### src/rtl/connect4_pkg.sv
// connect4_pkg: shared constants and types for the Connect-4 board slice.
// Holds the board geometry, the 2-bit piece codes, the requester indices of
// the board read arbiter, the arbiter state encoding and a helper that flags
// cell addresses lying outside the 6x7 board.
package connect4_pkg;

  localparam int BOARD_ROWS = 6;
  localparam int BOARD_COLS = 7;
  localparam int ROW_W      = 3;
  localparam int COL_W      = 3;

  typedef enum logic [1:0] {
    EMPTY = 2'b00,
    P1    = 2'b01,
    P2    = 2'b10
  } piece_e;

  localparam int REQ_GAME    = 0;
  localparam int REQ_DEBUG   = 1;
  localparam int REQ_DISPLAY = 2;

  typedef enum logic {
    ST_IDLE  = 1'b0,
    ST_BURST = 1'b1
  } arb_state_e;

  // True when the cell address does not exist on the board.
  function automatic logic addr_oob(input logic [ROW_W-1:0] row,
                                    input logic [COL_W-1:0] col);
    return (row >= ROW_W'(BOARD_ROWS)) || (col >= COL_W'(BOARD_COLS));
  endfunction

endpackage

### src/rtl/board_read_arbiter_if.sv
// board_read_arbiter_if: requester-side bundle of the board read arbiter.
//   req       per-requester read request (held until granted)
//   req_lock  keep ownership after this grant (scan burst)
//   req_row   packed row addresses, requester i at [3i+2:3i]
//   req_col   packed column addresses, same packing
//   gnt       one-hot grant, same cycle as the accepted request
//   rsp_valid one-hot response strobe, one cycle after gnt
//   rsp_data  piece code of the granted cell (shared)
//   rsp_oob   granted address was outside the board
// master = requesters, slave = arbiter.
interface board_read_arbiter_if
  import connect4_pkg::*;
#(
  parameter int NUM_REQ = 3
) ();

  logic [NUM_REQ-1:0]       req;
  logic [NUM_REQ-1:0]       req_lock;
  logic [ROW_W*NUM_REQ-1:0] req_row;
  logic [COL_W*NUM_REQ-1:0] req_col;
  logic [NUM_REQ-1:0]       gnt;
  logic [NUM_REQ-1:0]       rsp_valid;
  logic [1:0]               rsp_data;
  logic                     rsp_oob;

  modport master (
    output req, req_lock, req_row, req_col,
    input  gnt, rsp_valid, rsp_data, rsp_oob
  );

  modport slave (
    input  req, req_lock, req_row, req_col,
    output gnt, rsp_valid, rsp_data, rsp_oob
  );

endinterface

### src/rtl/board_read_arbiter_rr_pick.sv
// rr_pick: combinational one-hot picker.
//   req_i    request vector
//   ptr_i    index where the search starts (0 gives fixed priority)
//   demote_i requesters pushed to lowest priority
//   gnt_o    one-hot winner, idx_o its index, any_o set when a winner exists
// Non-demoted requesters are searched first from ptr_i upward (wrapping);
// demoted ones only win when nobody else is asking.
module rr_pick #(
  parameter int N  = 3,
  parameter int IW = (N > 1) ? $clog2(N) : 1
) (
  input  logic [N-1:0]  req_i,
  input  logic [IW-1:0] ptr_i,
  input  logic [N-1:0]  demote_i,
  output logic [N-1:0]  gnt_o,
  output logic [IW-1:0] idx_o,
  output logic          any_o
);

  int j;

  // Two-pass rotating search: pass 0 normal requesters, pass 1 demoted ones.
  always_comb begin
    gnt_o = '0;
    idx_o = '0;
    any_o = 1'b0;
    j     = 0;
    for (int pass = 0; pass < 2; pass++) begin
      for (int k = 0; k < N; k++) begin
        j = (int'(ptr_i) + k) % N;
        if (!any_o && req_i[j] && (demote_i[j] == (pass == 1))) begin
          any_o    = 1'b1;
          gnt_o[j] = 1'b1;
          idx_o    = IW'(j);
        end else begin
          any_o = any_o;
        end
      end
    end
  end

endmodule

### src/rtl/board_read_arbiter.sv
// board_read_arbiter: shares the combinational board read port between the
// game engine (0), debug controller (1) and display renderer (2).
//   clk, rst_n   clock, asynchronous active-low reset
//   bus          requester bundle (board_read_arbiter_if.slave)
//   b_read_o     board read strobe (= |gnt)
//   b_row_o      board row of the granted requester, else 0
//   b_col_o      board column of the granted requester, else 0
//   b_piece_i    board data, combinational from b_row_o/b_col_o
// Grants are combinational; the response is registered one cycle later.
// A granted requester with req_lock keeps the port (BURST) for at most
// MAX_BURST consecutive grants; a forced release demotes it for one
// arbitration.
// Build option: define BOARD_ARB_RR_EN for round-robin arbitration in IDLE;
// otherwise fixed priority (lowest index wins) and no pointer register.
module board_read_arbiter
  import connect4_pkg::*;
#(
  parameter int NUM_REQ   = 3,
  parameter int MAX_BURST = 8
) (
  input  logic             clk,
  input  logic             rst_n,
  board_read_arbiter_if.slave bus,
  output logic             b_read_o,
  output logic [ROW_W-1:0] b_row_o,
  output logic [COL_W-1:0] b_col_o,
  input  logic [1:0]       b_piece_i
);

  localparam int IW = (NUM_REQ > 1) ? $clog2(NUM_REQ) : 1;
  localparam int CW = 4;

  arb_state_e         state_q, state_d;
  logic [IW-1:0]      owner_q, owner_d;
  logic [CW-1:0]      count_q, count_d;
  logic [NUM_REQ-1:0] demote_q, demote_d;
  logic [NUM_REQ-1:0] rsp_valid_q;
  logic [1:0]         rsp_data_q;
  logic               rsp_oob_q;

  logic [IW-1:0]      pick_ptr_s;
  logic [NUM_REQ-1:0] pick_gnt_s;
  logic [IW-1:0]      pick_idx_s;
  logic               pick_any_s;
  logic               burst_hold_s;
  logic [CW-1:0]      count_inc_s;
  logic [NUM_REQ-1:0] gnt_s;
  logic [NUM_REQ-1:0] gnt_out_s;
  logic [IW-1:0]      gnt_idx_s;
  logic [ROW_W-1:0]   sel_row_s;
  logic [COL_W-1:0]   sel_col_s;
  logic               oob_s;

`ifdef BOARD_ARB_RR_EN
  logic [IW-1:0] ptr_q, ptr_d;
  assign pick_ptr_s = ptr_q;
`else
  assign pick_ptr_s = '0;
`endif

  rr_pick #(.N(NUM_REQ), .IW(IW)) u_pick (
    .req_i    (bus.req),
    .ptr_i    (pick_ptr_s),
    .demote_i (demote_q),
    .gnt_o    (pick_gnt_s),
    .idx_o    (pick_idx_s),
    .any_o    (pick_any_s)
  );

  // The owner keeps the port only while it still requests; once it drops req
  // the same cycle falls through to normal arbitration.
  assign burst_hold_s = (state_q == ST_BURST) && bus.req[owner_q];
  assign count_inc_s  = count_q + CW'(1);

  // Grant selection and next-state computation.
  always_comb begin
    gnt_s     = '0;
    gnt_idx_s = owner_q;
    state_d   = state_q;
    owner_d   = owner_q;
    count_d   = count_q;
    demote_d  = demote_q;
`ifdef BOARD_ARB_RR_EN
    ptr_d     = ptr_q;
`endif
    if (burst_hold_s) begin
      gnt_s = NUM_REQ'(1) << owner_q;
      if (count_inc_s == CW'(MAX_BURST)) begin
        // Burst budget used up: release and push the owner to the back.
        state_d  = ST_IDLE;
        count_d  = '0;
        demote_d = NUM_REQ'(1) << owner_q;
      end else if (!bus.req_lock[owner_q]) begin
        state_d = ST_IDLE;
        count_d = '0;
      end else begin
        state_d = ST_BURST;
        count_d = count_inc_s;
      end
    end else if (pick_any_s) begin
      gnt_s     = pick_gnt_s;
      gnt_idx_s = pick_idx_s;
      demote_d  = '0;
`ifdef BOARD_ARB_RR_EN
      ptr_d = (pick_idx_s == IW'(NUM_REQ - 1)) ? '0 : pick_idx_s + IW'(1);
`endif
      if (bus.req_lock[pick_idx_s]) begin
        state_d = ST_BURST;
        owner_d = pick_idx_s;
        count_d = CW'(1);
      end else begin
        state_d = ST_IDLE;
        count_d = '0;
      end
    end else begin
      state_d = ST_IDLE;
      count_d = '0;
    end
  end

  // Reset forces the combinational outputs quiet too, so a held request
  // cannot show a grant while the arbiter is in reset.
  assign gnt_out_s = gnt_s & {NUM_REQ{rst_n}};
  assign sel_row_s = bus.req_row[ROW_W*gnt_idx_s +: ROW_W];
  assign sel_col_s = bus.req_col[COL_W*gnt_idx_s +: COL_W];
  assign oob_s     = addr_oob(sel_row_s, sel_col_s);

  assign b_read_o = |gnt_out_s;
  assign b_row_o  = (b_read_o && !oob_s) ? sel_row_s : '0;
  assign b_col_o  = (b_read_o && !oob_s) ? sel_col_s : '0;

  assign bus.gnt       = gnt_out_s;
  assign bus.rsp_valid = rsp_valid_q;
  assign bus.rsp_data  = rsp_data_q;
  assign bus.rsp_oob   = rsp_oob_q;

  // Arbiter state and registered response.
  always_ff @(posedge clk or negedge rst_n) begin
    if (!rst_n) begin
      state_q     <= ST_IDLE;
      owner_q     <= '0;
      count_q     <= '0;
      demote_q    <= '0;
      rsp_valid_q <= '0;
      rsp_data_q  <= 2'b00;
      rsp_oob_q   <= 1'b0;
`ifdef BOARD_ARB_RR_EN
      ptr_q       <= '0;
`endif
    end else begin
      state_q     <= state_d;
      owner_q     <= owner_d;
      count_q     <= count_d;
      demote_q    <= demote_d;
      rsp_valid_q <= gnt_s;
`ifdef BOARD_ARB_RR_EN
      ptr_q       <= ptr_d;
`endif
      if (|gnt_s) begin
        rsp_data_q <= oob_s ? 2'(EMPTY) : b_piece_i;
        rsp_oob_q  <= oob_s;
      end else begin
        rsp_data_q <= rsp_data_q;
        rsp_oob_q  <= rsp_oob_q;
      end
    end
  end

endmodule

### src/flat_wrapper.sv
// flat-port wrapper written by rule: the top's interface ports become plain ports
module board_read_arbiter_flat import connect4_pkg::*;
#(
  parameter int NUM_REQ   = 3,
  parameter int MAX_BURST = 8
)
  (clk, rst_n, b_read_o, b_row_o, b_col_o, b_piece_i, bus_req, bus_req_lock, bus_req_row, bus_req_col, bus_gnt, bus_rsp_valid, bus_rsp_data, bus_rsp_oob);
  board_read_arbiter_if #(.NUM_REQ(NUM_REQ)) bus_i ();
  input  logic clk;
  input  logic rst_n;
  output logic b_read_o;
  output logic [ROW_W-1:0] b_row_o;
  output logic [COL_W-1:0] b_col_o;
  input  logic [1:0] b_piece_i;
  input wire logic [$bits(bus_i.req)-1:0] bus_req;
  input wire logic [$bits(bus_i.req_lock)-1:0] bus_req_lock;
  input wire logic [$bits(bus_i.req_row)-1:0] bus_req_row;
  input wire logic [$bits(bus_i.req_col)-1:0] bus_req_col;
  output wire logic [$bits(bus_i.gnt)-1:0] bus_gnt;
  output wire logic [$bits(bus_i.rsp_valid)-1:0] bus_rsp_valid;
  output wire logic [$bits(bus_i.rsp_data)-1:0] bus_rsp_data;
  output wire logic [$bits(bus_i.rsp_oob)-1:0] bus_rsp_oob;
  assign bus_i.req = bus_req;
  assign bus_i.req_lock = bus_req_lock;
  assign bus_i.req_row = bus_req_row;
  assign bus_i.req_col = bus_req_col;
  assign bus_gnt = bus_i.gnt;
  assign bus_rsp_valid = bus_i.rsp_valid;
  assign bus_rsp_data = bus_i.rsp_data;
  assign bus_rsp_oob = bus_i.rsp_oob;
  board_read_arbiter #(.NUM_REQ(NUM_REQ), .MAX_BURST(MAX_BURST)) u_core (.clk(clk), .rst_n(rst_n), .bus(bus_i), .b_read_o(b_read_o), .b_row_o(b_row_o), .b_col_o(b_col_o), .b_piece_i(b_piece_i));
endmodule
### config.mk
export PLATFORM = sky130hd
export DESIGN_NAME = board_read_arbiter_flat
export DESIGN_NICKNAME = d
export VERILOG_FILES = /design/src/rtl/connect4_pkg.sv /design/src/rtl/board_read_arbiter_if.sv /design/src/rtl/board_read_arbiter_rr_pick.sv /design/src/rtl/board_read_arbiter.sv /design/src/flat_wrapper.sv
export SDC_FILE = /design/constraint.sdc
export NUM_CORES = 1
export LEC_CHECK = 0
export ABC_AREA = 1
export CORE_MARGIN = 5
export CORE_UTILIZATION = 45
export DETAILED_ROUTE_END_ITERATION = 8
export GPL_ROUTABILITY_DRIVEN = 1
export PLACE_DENSITY = 0.8
export REMOVE_ABC_BUFFERS = 1
export SLEW_MARGIN = 20
export SYNTH_ARGS = -nofsm -noshare
export SYNTH_HDL_FRONTEND = slang
export SYNTH_SLANG_ARGS = --single-unit
### constraint.sdc
create_clock -name clk -period 2.7 [get_ports clk]
set_input_delay 0.675 -clock clk [delete_from_list [all_inputs] [get_ports clk]]
set_output_delay 0.675 -clock clk [all_outputs]
set_load 0.1 [all_outputs]
# [After elaboration in Yosys (flattened, before gate mapping)]
# Cells that the tools add are included.
# Widths: inputs -> output; s select.
[op_classes] add_sub_neg=1 multipliers=1 n_div=0 magnitude_cmp=4 eq_ne=2 shift=3 n_mux=43 bitwise=5 n_reduce_logical=25
[ops] op="$mux 3" n=9
[ops] op="$mux 1" n=19
[ops] op="$mux 2" n=9
[ops] op="$shiftx 9x5->3" n=2
[ops] op="$logic_and 1x1->1" n=13
[ops] op="$mux 4" n=3
[ops] op="$bmux 1 s2" n=3
[ops] op="$ge 3x3->1 const B" n=2
[ops] op="$logic_not 1->1" n=6
[ops] op="$lt 2x3->1 const B" n=2
[ops] op="$reduce_or 3->1" n=2
[ops] op="$add 4x1->4 const B" n=1
[ops] op="$eq 4x4->1 const B" n=1
[ops] op="$mul 2x2->4 const A" n=1
[ops] op="$not 1->1" n=4
[ops] op="$and 3x3->3" n=1
[ops] op="$reduce_and 3->1" n=1
[ops] op="$shl 1x2->3 const A" n=1
[ops] op="$ne 2x2->1 const B" n=1
[ops] op="$reduce_and 2->1" n=1
[ops] op="$reduce_bool 2->1" n=1
[ops] op="$logic_or 1x1->1" n=1
[totals] ff_bits=16 latchBits=0 ramBits=0 romBits=0 in_bits=28 output_inout_bits=16 elab_cells=91 n_memories=0

# [Longest topological paths before layout]
# Gate-level depths: netlist of the first run.
[logic_depth] depth_word=32 depth_mapped=14 ltp_nobuf=14

# [By module]
# From an unflattened synthesis of the first run, not the netlist that was laid out.
[hier_totals] cells_unflattened=270 hier_area_um2=1813.0
[modules_own_cells] mod="board_read_arbiter" n_inst=1 cells_each=168 area_per_inst_um2=1211.2 seq_area_each_um2=400.4
[modules_own_cells] mod="rr_pick" n_inst=1 cells_each=102 area_per_inst_um2=601.8 seq_area_each_um2=0.0

# [Worst setup path after synthesis of the first run]
# No wires, ideal clock.
[synth_path] path_kind="input -> output" from="input bus_req[2]" to="output b_col_o[1]" arrival_ns=2.741 required_time_ns=2.025 setup_slack_ns=-0.716 stages=8 n_path_buf=0 path_cell_list="nand2_2 > nand2_1 > nor2_2 > nand2_1 > nand2_1 > inv_1 > nand3_4 > nor2_2"
[synth_rtl] element="start, declared" line="flat_wrapper.sv:15" rtl="input wire logic [$bits(bus_i.req)-1:0] bus_req;"
[synth_rtl] element="$logic_and 1x1->1 (2 in series)" line="board_read_arbiter_rr_pick.sv:31" rtl="if (!any_o && req_i[j] && (demote_i[j] == (pass == 1))) begin"
[synth_rtl] element="$mux 1" line="board_read_arbiter_rr_pick.sv:31"
[synth_rtl] element="$logic_not 1->1" line="board_read_arbiter_rr_pick.sv:31"
[synth_rtl] element="$logic_and 1x1->1 (2 in series)" line="board_read_arbiter_rr_pick.sv:31"
[synth_rtl] element="$mux 1" line="board_read_arbiter_rr_pick.sv:31"
[synth_rtl] element="$logic_not 1->1" line="board_read_arbiter_rr_pick.sv:31"
[synth_rtl] element="$logic_and 1x1->1 (2 in series)" line="board_read_arbiter_rr_pick.sv:31"
[synth_rtl] element="$mux 1" line="board_read_arbiter_rr_pick.sv:31"
[synth_rtl] element="[... 3 more ...]"
[synth_rtl] element="$mux 1 or $mux 3 (tied branches)" line="board_read_arbiter_rr_pick.sv:31"
[synth_rtl] element="$mux 3" line="board_read_arbiter.sv:100" rtl="end else if (pick_any_s) begin"
[synth_rtl] element="$mux 3 *" line="board_read_arbiter.sv:86" rtl="if (burst_hold_s) begin"
[synth_rtl] element="$and 3x3->3 *" line="board_read_arbiter.sv:123" rtl="assign gnt_out_s = gnt_s & {NUM_REQ{rst_n}};"
[synth_rtl] element="$reduce_or 3->1 *" line="board_read_arbiter.sv:128" rtl="assign b_read_o = |gnt_out_s;"
[synth_rtl] element="named net b_read_o" line="flat_wrapper.sv:11" rtl="output logic b_read_o;"
[synth_rtl] element="$logic_and 1x1->1 *" line="board_read_arbiter.sv:130" rtl="assign b_col_o = (b_read_o && !oob_s) ? sel_col_s : '0;"
[synth_rtl] element="$mux 3 *" line="board_read_arbiter.sv:130"
[synth_rtl] element="end, declared" line="flat_wrapper.sv:13" rtl="output logic [COL_W-1:0] b_col_o;"
# The timed path passes the listed nets; every way through them passes the cells marked *. The select of a mux whose other input is x is not followed.

# [Worst setup path after layout of the first run]
[layout_path] from="input bus_req[2]" to="output b_row_o[0]"
[layout_between] elab_chain_len=24
[layout_lines] element="$logic_and 1x1->1 (2 in series)" line="board_read_arbiter_rr_pick.sv:31"
[layout_lines] element="$mux 1" line="board_read_arbiter_rr_pick.sv:31"
[layout_lines] element="$logic_not 1->1" line="board_read_arbiter_rr_pick.sv:31"
[layout_lines] element="$logic_and 1x1->1 (2 in series)" line="board_read_arbiter_rr_pick.sv:31"
[layout_lines] element="$mux 1" line="board_read_arbiter_rr_pick.sv:31"
[layout_lines] element="$logic_not 1->1" line="board_read_arbiter_rr_pick.sv:31"
[layout_lines] element="$logic_and 1x1->1 (2 in series)" line="board_read_arbiter_rr_pick.sv:31"
[layout_lines] element="$mux 1" line="board_read_arbiter_rr_pick.sv:31"
[layout_lines] element="[... 5 more ...]"
[layout_lines] element="$mux 2" line="board_read_arbiter.sv:86"
[layout_lines] element="$mul 2x2->4" line="board_read_arbiter.sv:124, board_read_arbiter.sv:125"
[layout_lines] element="$shiftx 9x5->3, on equally long branches" line="board_read_arbiter.sv:124, board_read_arbiter.sv:125"
[layout_lines] element="$ge 3x3->1" line="connect4_pkg.sv:30" rtl="return (row >= ROW_W'(BOARD_ROWS)) || (col >= COL_W'(BOARD_COLS));"
[layout_lines] element="$logic_or 1x1->1" line="connect4_pkg.sv:30"
[layout_lines] element="$logic_not 1->1" line="board_read_arbiter.sv:129" rtl="assign b_row_o = (b_read_o && !oob_s) ? sel_row_s : '0;"
[layout_lines] element="$logic_and 1x1->1" line="board_read_arbiter.sv:129"
[layout_lines] element="$mux 3 *" line="board_read_arbiter.sv:129"
[layout_lines] element="end, declared" line="flat_wrapper.sv:12" rtl="output logic [ROW_W-1:0] b_row_o;"
# Mark *: on every way between the ends. The rest lies on a longest branch, timed or not. The select of a mux whose other input is x is not followed.

==> metrics.yaml, run 1 <==
switchingPower_mw: 2.109
core_sq_mm: 0.002710
powerDensity_mw_per_mm2: 1440
clk_pin_slew_ps: 90
power_frac_comb_pct: 83.9
root_buffer: "clkbuf_4"
crit_fanout: 5
hpwl_um: 2687
status: "finished, violations left"
drt-vias-per-instance: 5.683
synth_edf_count: 0
cp.required_ps: 2030
startpoint: "bus_req[2]"
grt_max_degree: 12
setup_viol: 9
syn_inst: 175
die-area_sq_mm: 0.003928
min_period_ps: 3085
synth.avg_cell_area_sq_um: 7.135
drc_errors: 0
ant_nets: 0
area_growth_pct: 103.1
path_delay_family: "simple AND/OR/NAND/NOR gates"
die_x_um: 62.68
end_kind: "output port"
p_int_mw: 1.544
drv_slew: 0
finClkSkew_ps: 14.33
path_cells: "buf_2, a21oi_1, nand4_1, nand3_4, buf_6, nand3_1, nand3_2, nand2_2, nand2_4, nand3_4, nor2_4, buf_12"
gp_congestion: 0.8623
slew_headroom_pct: 78.03
synth_top_area_share_pct: 32.06
yosys_warnings: 0
cts_max_level: 1
drv_cap: 0
cts.sinks: 16
violations: "setup timing"
drtIter0Drc: 129
grt_pass1_wl_um: 7969
worstSkewPairLatency_ps: 300
max-vdd-ir-drop_uv: 1946
setup_slack_ps: -385.3
worstHoldStart: "u_core.bus.rsp_data[1]"
grt_antenna_before_repair: 0
hold_viol: 0
syn_area_sq_mm: 0.001249
grt_pass1_vias: 1668
clockPowerShare_pct: 4.4
start_kind: "input pin"
cts_made_buffers: 3
routedWlPerCell_um: 19.95
fin_util_pct: 93.58
drt_pre_antenna_iters: 5
critPathMostFrequentCell: "nand3_4"
synth_area_leaders: "dfrtp_1 (32%), nand2_1 (11%), inv_1 (10%)"
seq_area_frac_synth_pct: 32.06
synth_seq_cells: 16
antenna_cells: 0
tightest_slew_ps: 327.4
timing.fmax_ghz: 0.3241
start_util_pct: 46.08
async_flop_share_pct: 100.0
synth_most_common_cell: "nand2_1"
ys_types: 22
crit_buf_inv: 3
worstSetupPathType: "in -> out"
grt_use_total_pct: 25.03
finalCritPeriodShare_pct: 114.3
drt-total-wl_um: 5986
sw_frac_of_total_pct: 57.73
io_buffers: 43
cts_tree: "yes"
vias: 1705
clk_path_buf_depth: 2
die_y_um: 62.68
critPathArrivalTime_ps: 2410
drive_gt1_share_pct: 50.93
yosys-top-cells-count: "nand2_1 (37), inv_1 (34), nand3_1 (25)"
p_leak_nw: 1.248
worstHoldPathType: "reg -> reg"
layout.nets: 299
globalRouteOverflowTotal: 0
rr_startpoint: "u_core.owner_q[0]"
pin_count: 44
synth_flop_cell: "dfrtp_1"
power_frac_seq_pct: 11.6
rsz0062_at_grt: "true"
cp_slowest_cell: "a21oi_1"
core.rowCount: 19
setup_tns_ps: -2254
slowest_delay_ps: 260
synth_top_cell_by_area: "dfrtp_1"
==> worst min-delay path: stages, from the launching register on <==
cell,delay [ps]
dfrtp_1,370
nand2_1,60
nand2_1,70
==> cells by family after synthesis <==
group                    count (synthesis)  synth area share [%]
AND/OR/NAND/NOR                        102                 46.09
buffers and inverters                   36                 10.82
flip-flops                              16                 32.06
AO/OA/AOI/OAI                           19                 9.319
XOR/XNOR                                 1                0.7015
adder cells (fa/ha/maj)                  1                 1.002
==> layer usage <==
layer	GRT usage, %	vias to the layer above	wire length [um]
met5	0	-	0
li1	-	743	-
met4	10.34	0	288
met2	43.65	138	2955
met1	30.22	790	2150
met3	3.957	34	592
==> layout make-up <==
type,instances,area (sq um)
Multi-Input combinational cell,124,1037
Clock buffer,4,36.28
Inverter,36,152.6
Fill cell,85,173.9
Tap cell,31,38.79
Timing Repair Buffer,89,868.3
Sequential cell,16,402.9
==> worst paths after layout <==
kind                       slack (ps)  cells after the start                      to
max in group asynchronous        1690                      2       u_core.owner_q[1]
max reg2reg                       470                     14  u_core.bus.rsp_data[0]
max                              -390                     12              b_row_o[0]
min                               540                      2  u_core.bus.rsp_data[1]
min reg2reg                       540                      2  u_core.bus.rsp_data[1]
min in group asynchronous         810                      2      u_core.demote_q[1]
==> what timing repair did <==
action,in CTS,in global routing
setup buffers,16,5
endpoints found under the setup margin,10,10
pin swaps,20,30
hold buffers,0,0
gates resized for setup,57,36
gates cloned,1,0
==> sequential cells by signal (all words and copies together) (netlist names) <==
| signal | cells |
|---|---|
| u_core.count_q | 4 |
| u_core.bus.rsp_valid | 3 |
| u_core.demote_q | 3 |
| u_core.bus.rsp_data | 2 |
| u_core.owner_q | 2 |
| u_core.bus.rsp_oob | 1 |
| u_core.state_q | 1 |
==> power by group through the flow <==
stage / sequential, mW / clock, mW / combinational [mW]
after floorplan: 0.684 / 0 / 1.14
after global placement: 0.391 / 0 / 2.20
after global routing: 0.433 / 0.175 / 3.20
after detailed placement: 0.395 / 0 / 2.22
after CTS: 0.394 / 0.161 / 2.63
final: 0.425 / 0.162 / 3.07
==> per-stage QoR <==
stage          instances  hold WS (ps)  instance area (sq um)  setup slack [ps]  power, mW
3_3_place_gp         277         472.3                   2013            -637.1      2.588
6_report             300         535.1                   2536            -385.3      3.653
4_1_cts              296         495.3                   2340            -232.9      3.185
2_1_floorplan        175         379.4                   1249            -716.1      1.828
5_1_grt              300         563.5                   2536            -508.1      3.807
3_5_place_dp         277         474.2                   2013            -667.5      2.612
==> placed cells by master, fill, tap and decap left out, types with 5 or more instances in the layout <==
cell type	instances
nand2_4	10
nand3_1	12
nand3_2	9
nand3_4	10
clkdlybuf4s50_1	24
o21ai_0	6
nor2_1	9
buf_4	50
nand2_8	5
a21oi_1	5
dfrtp_1	14
buf_12	11
nand2_2	10
inv_1	29
nor2_4	7
nand2_1	26
Power figures use the tool's default switching activity.
==> inputs of run 2 (changes only) <==
--- a/config.mk
+++ b/config.mk
@@ -12,7 +12,6 @@
 export GPL_ROUTABILITY_DRIVEN = 1
 export PLACE_DENSITY = 0.8
 export REMOVE_ABC_BUFFERS = 1
-export SLEW_MARGIN = 20
 export SYNTH_ARGS = -nofsm -noshare
 export SYNTH_HDL_FRONTEND = slang
 export SYNTH_SLANG_ARGS = --single-unit
==> results of run 2 <==
No change in the layout: final DEF, timing and power equal those of run 1.
==> inputs of run 3 (changes only) <==
--- a/config.mk
+++ b/config.mk
@@ -8,6 +8,7 @@
 export ABC_AREA = 1
 export CORE_MARGIN = 5
 export CORE_UTILIZATION = 45
+export CTS_CLUSTER_DIAMETER = 120
 export DETAILED_ROUTE_END_ITERATION = 8
 export GPL_ROUTABILITY_DRIVEN = 1
 export PLACE_DENSITY = 0.8
==> results of run 3 <==
No change in the layout: final DEF, timing and power equal those of run 1.
==> RTL edit 1 (flow settings as in run 2) <==
`NUM_REQ` is set to 3 in 3 places; all go to 2.
--- a/src/rtl/board_read_arbiter_if.sv
+++ b/src/rtl/board_read_arbiter_if.sv
@@ -12,5 +12,5 @@
   import connect4_pkg::*;
 #(
-  parameter int NUM_REQ = 3
+  parameter int NUM_REQ = 2
 ) ();
 
--- a/src/rtl/board_read_arbiter.sv
+++ b/src/rtl/board_read_arbiter.sv
@@ -16,5 +16,5 @@
   import connect4_pkg::*;
 #(
-  parameter int NUM_REQ   = 3,
+  parameter int NUM_REQ   = 2,
   parameter int MAX_BURST = 8
 ) (
--- a/src/flat_wrapper.sv
+++ b/src/flat_wrapper.sv
@@ -2,5 +2,5 @@
 module board_read_arbiter_flat import connect4_pkg::*;
 #(
-  parameter int NUM_REQ   = 3,
+  parameter int NUM_REQ   = 2,
   parameter int MAX_BURST = 8
 )
Ports: changed (6 resized); port bits go from 44 to 34. The function was not compared with the original's and may differ.
==> RTL edit 1 against run 2 <==
- wire length decreased by 43%
- setup slack better by 0.44 ns
- synthesized area shrank 21%
- register-to-register slack better by 0.43 ns
- sequential cell count shrank 3
- cell area down 31%
- critical path depth is 1 higher
Power is not compared: it rests on default switching activity, and its combinational part moved more than twofold at a synthesized area within 25%.
==> RTL edit 1: results (changes against run 2) <==
finalWirelength_mm: 3.42  # -43%
regMostFlops: "u_core.count_q"
pre_cts_ws_ns: -0.343  # +0.324 ns
drt_iter0_markers: 34  # -74%
port_buffers: 33  # -23%
outcome: "complete, no violations"
arrival_ns: 1.97  # -0.44 ns
drive_above_1_share_pct: 43.3  # -7.7 points
place_congestion: 0.806  # -6.6%
ir_drop_mv: 0.541
path_clk_slew_ns: 0.08
crit_fanout: 7  # +2
via_per_inst: 5.26  # -7.5%
grt_pass1_vias: 1112  # -33%
clk_latency_ns: 0.28  # -0.02 ns
dr.pass1.iters: 4  # -1
r2r_cells: 12  # -2
antenna_found_initial: 0  # unchanged
yosysWarningCount: 0  # unchanged
cts_hold_buf: 0  # unchanged
synth_commonest_cells: "nand2_1 (27), inv_1 (18), dfrtp_1 (13)"
p_leak_nw: 0.841
clockBufferDepth: 2  # unchanged
hold_depth: 2  # unchanged
grt_pass1_wl_mm: 5.18  # -35%
ant_nets: 0  # unchanged
nNetsFinal: 201  # -33%
largest_reg_flops: 4  # unchanged
synth.area.top_cells: "dfrtp_1 (33%), nand2_1 (10%), inv_1 (6.9%)"
hold_class: "flop to flop"
clock-root-buffer: "clkbuf_4"
grt_use_total_pct: 20.8  # -4.3 points
worst_pin_slew_ns: 0.331  # +0.00368 ns
numCtsBuffers: 3  # unchanged
dp_hpwl_mm: 2.14  # -20%
synth_ff_type: "dfrtp_1"
async_flop_share_pct: 100  # unchanged
ys_seq_area_share_pct: 33.0  # +0.93 points
skew_ns: 0.00168  # -0.0127 ns
grt_max_degree: 14  # +2
[RTL edit 1: cell count changes after synthesis, moves of 3 or more]
cell and change:
dfrtp_1 -3, a21oi_1 -5, nand2_1 -10, nand3_2 -3
o21ai_0 -3, inv_1 -16, nor2_1 -4, nand3_1 -15
[RTL edit 1: critical path, cell delays in order]
cell and delay, ns:
buf_6 0.10, buf_6 0.12, nor2_4 0.12, nand2_2 0.08, nand2_4 0.08, nand2_8 0.10, nand2_8 0.12, nand2_4 0.06
nand2_4 0.10, nand2_1 0.07, nand4_1 0.10, inv_1 0.08, buf_12 0.17
[RTL edit 1: metal layers]
layer  GRT usage [%]  share of wire, %  vias up
li1                -                 -      506
met1            22.5                38      519
met2            38.6                55       48
met3            4.37               4.2       10
met4            8.28               2.8        0
met5               0                 0        -
[RTL edit 1: worst paths after layout]
kind                                     from                 end  slack [ns]
max in group asynchronous               rst_n      u_core.owner_q        1.73
max                                bus_req[1]          b_col_o[1]        0.05
min in group asynchronous               rst_n  u_core.demote_q[0]        0.79
max reg2reg                    u_core.owner_q      u_core.owner_q        0.90
min reg2reg                u_core.bus.rsp_oob  u_core.bus.rsp_oob        0.50
min                        u_core.bus.rsp_oob  u_core.bus.rsp_oob        0.50
[RTL edit 1: cells by family (layout without fill, tap and decap cells)]
logic type	count (synthesis)	after routing	synth area share, %
AO/OA/AOI/OAI	9	9	4.57
XOR/XNOR	2	2	1.78
adder cells (fa/ha/maj)	2	2	2.54
buffers and inverters	21	75	8.76
flip-flops	13	13	33.0
AND/OR/NAND/NOR	77	77	49.4
[RTL edit 1: final cells by class]
| cell class | instances | area, sq um |
|---|---|---|
| well taps | 28 | 35.0 |
| repair buffers | 51 | 562 |
| inverters | 20 | 75.1 |
| clock buffers | 4 | 26.3 |
| fillers | 120 | 390 |
| flip-flops and latches | 13 | 327 |
| multi-input cells | 90 | 733 |
[RTL edit 1: stage by stage]
stage	TNS (ns)	cells	power, mW	area [sq um]	hold WS, ns
final	0	206	1.06	1760	0.502
after global routing	-0.0101	206	1.11	1760	0.527
after CTS	0	200	0.994	1640	0.511
after detailed placement	-2.20	194	0.819	1490	0.483
after floorplan	-7.43	123	0.634	975	0.379
after global placement	-1.76	194	0.807	1490	0.473
[RTL edit 1: power by group]
group / leakage (nW) / internal, mW / switching (mW)
sequential: 0.168 / 0.219 / 0.0240
combinational: 0.658 / 0.236 / 0.456
clock: 0.0150 / 0.0573 / 0.0645
[RTL edit 1: what timing repair did]
action,CTS,global route
endpoints found under the setup margin,9,5
pin swaps,10,10
setup buffers,2,6
resized for setup,30,15
==> RTL edit 2 (flow settings as in run 2) <==
Without the edit above. Make the reset (`rst_n`) synchronous in one clocked block. Comments in the files are not updated.
--- a/src/rtl/board_read_arbiter.sv
+++ b/src/rtl/board_read_arbiter.sv
@@ -136,5 +136,5 @@
 
   // Arbiter state and registered response.
-  always_ff @(posedge clk or negedge rst_n) begin
+  always_ff @(posedge clk) begin
     if (!rst_n) begin
       state_q     <= ST_IDLE;
Check against the original RTL: differs if rst_n is asserted again (counterexample within 4 cycles, from zero or initial values and one cycle with rst_n low); with rst_n held inactive, the same outputs for 10 cycles.
==> RTL edit 2 against run 2 <==
- the flow now stops in global routing
- synthesized area down 3.0%
==> RTL edit 2: results (changes against run 2) <==
outcome: "stopped before the end"
haltStage: "global routing"
error: "[ERROR DPL-0033] detailed placement checks failed during check placement."
synth_ff_type: "dfxtp_1"
worstEpCategory: "primary output"
ys_seq_area_share_pct: 26.4  # -5.6 points
async_flop_share_pct: 0  # -100 points
numCtsBuffers: 3  # unchanged
placed_area_sq_um: 1950  # -3.2%
clockBufferDepth: 2  # unchanged
synth_commonest_cells: "inv_1 (36), nand3_1 (30), nand2_1 (27)"
cts-htree-levels: 1  # unchanged
port_buffers: 43  # unchanged
pre_cts_ws_ns: -0.724  # -0.0562 ns
ys_types: 27  # +23%
synthesis.area_sq_um: 1210  # -3.0%
synth.area.top_cells: "dfxtp_1 (26%), nand3_1 (12%), inv_1 (11%)"
yosysWarningCount: 0  # unchanged
grt-worst-endpoint: "b_row_o[1]"
clock-root-buffer: "clkbuf_4"
synth_seq_cells: 16  # unchanged
dp_hpwl_mm: 3.23  # +20%
grt_max_degree: 10
antenna_found_initial: 0
place_congestion: 0.888  # +3.0%
## RTL edit 2: repair_timing
item,CTS
pin swaps,27
hold buffers,0
endpoints found under the setup margin,10
gates cloned,0
setup buffers,9
resized for setup,67
## RTL edit 2: cell families after synthesis
| logic type | Yosys count | synth area share [%] |
|---|---|---|
| fa+ha+maj | 1 | 1.03 |
| simple gates | 98 | 46.3 |
| flops | 16 | 26.4 |
| xor+xnor | 2 | 1.45 |
| buf+inv | 39 | 12.3 |
| compound gates | 27 | 12.5 |
## RTL edit 2: stage by stage
stage / std cells / utilization [%]
2_1_floorplan: 182 / -
3_3_place_gp: 280 / 77.2
3_5_place_dp: 280 / 77.2
4_1_cts: 293 / 88.4
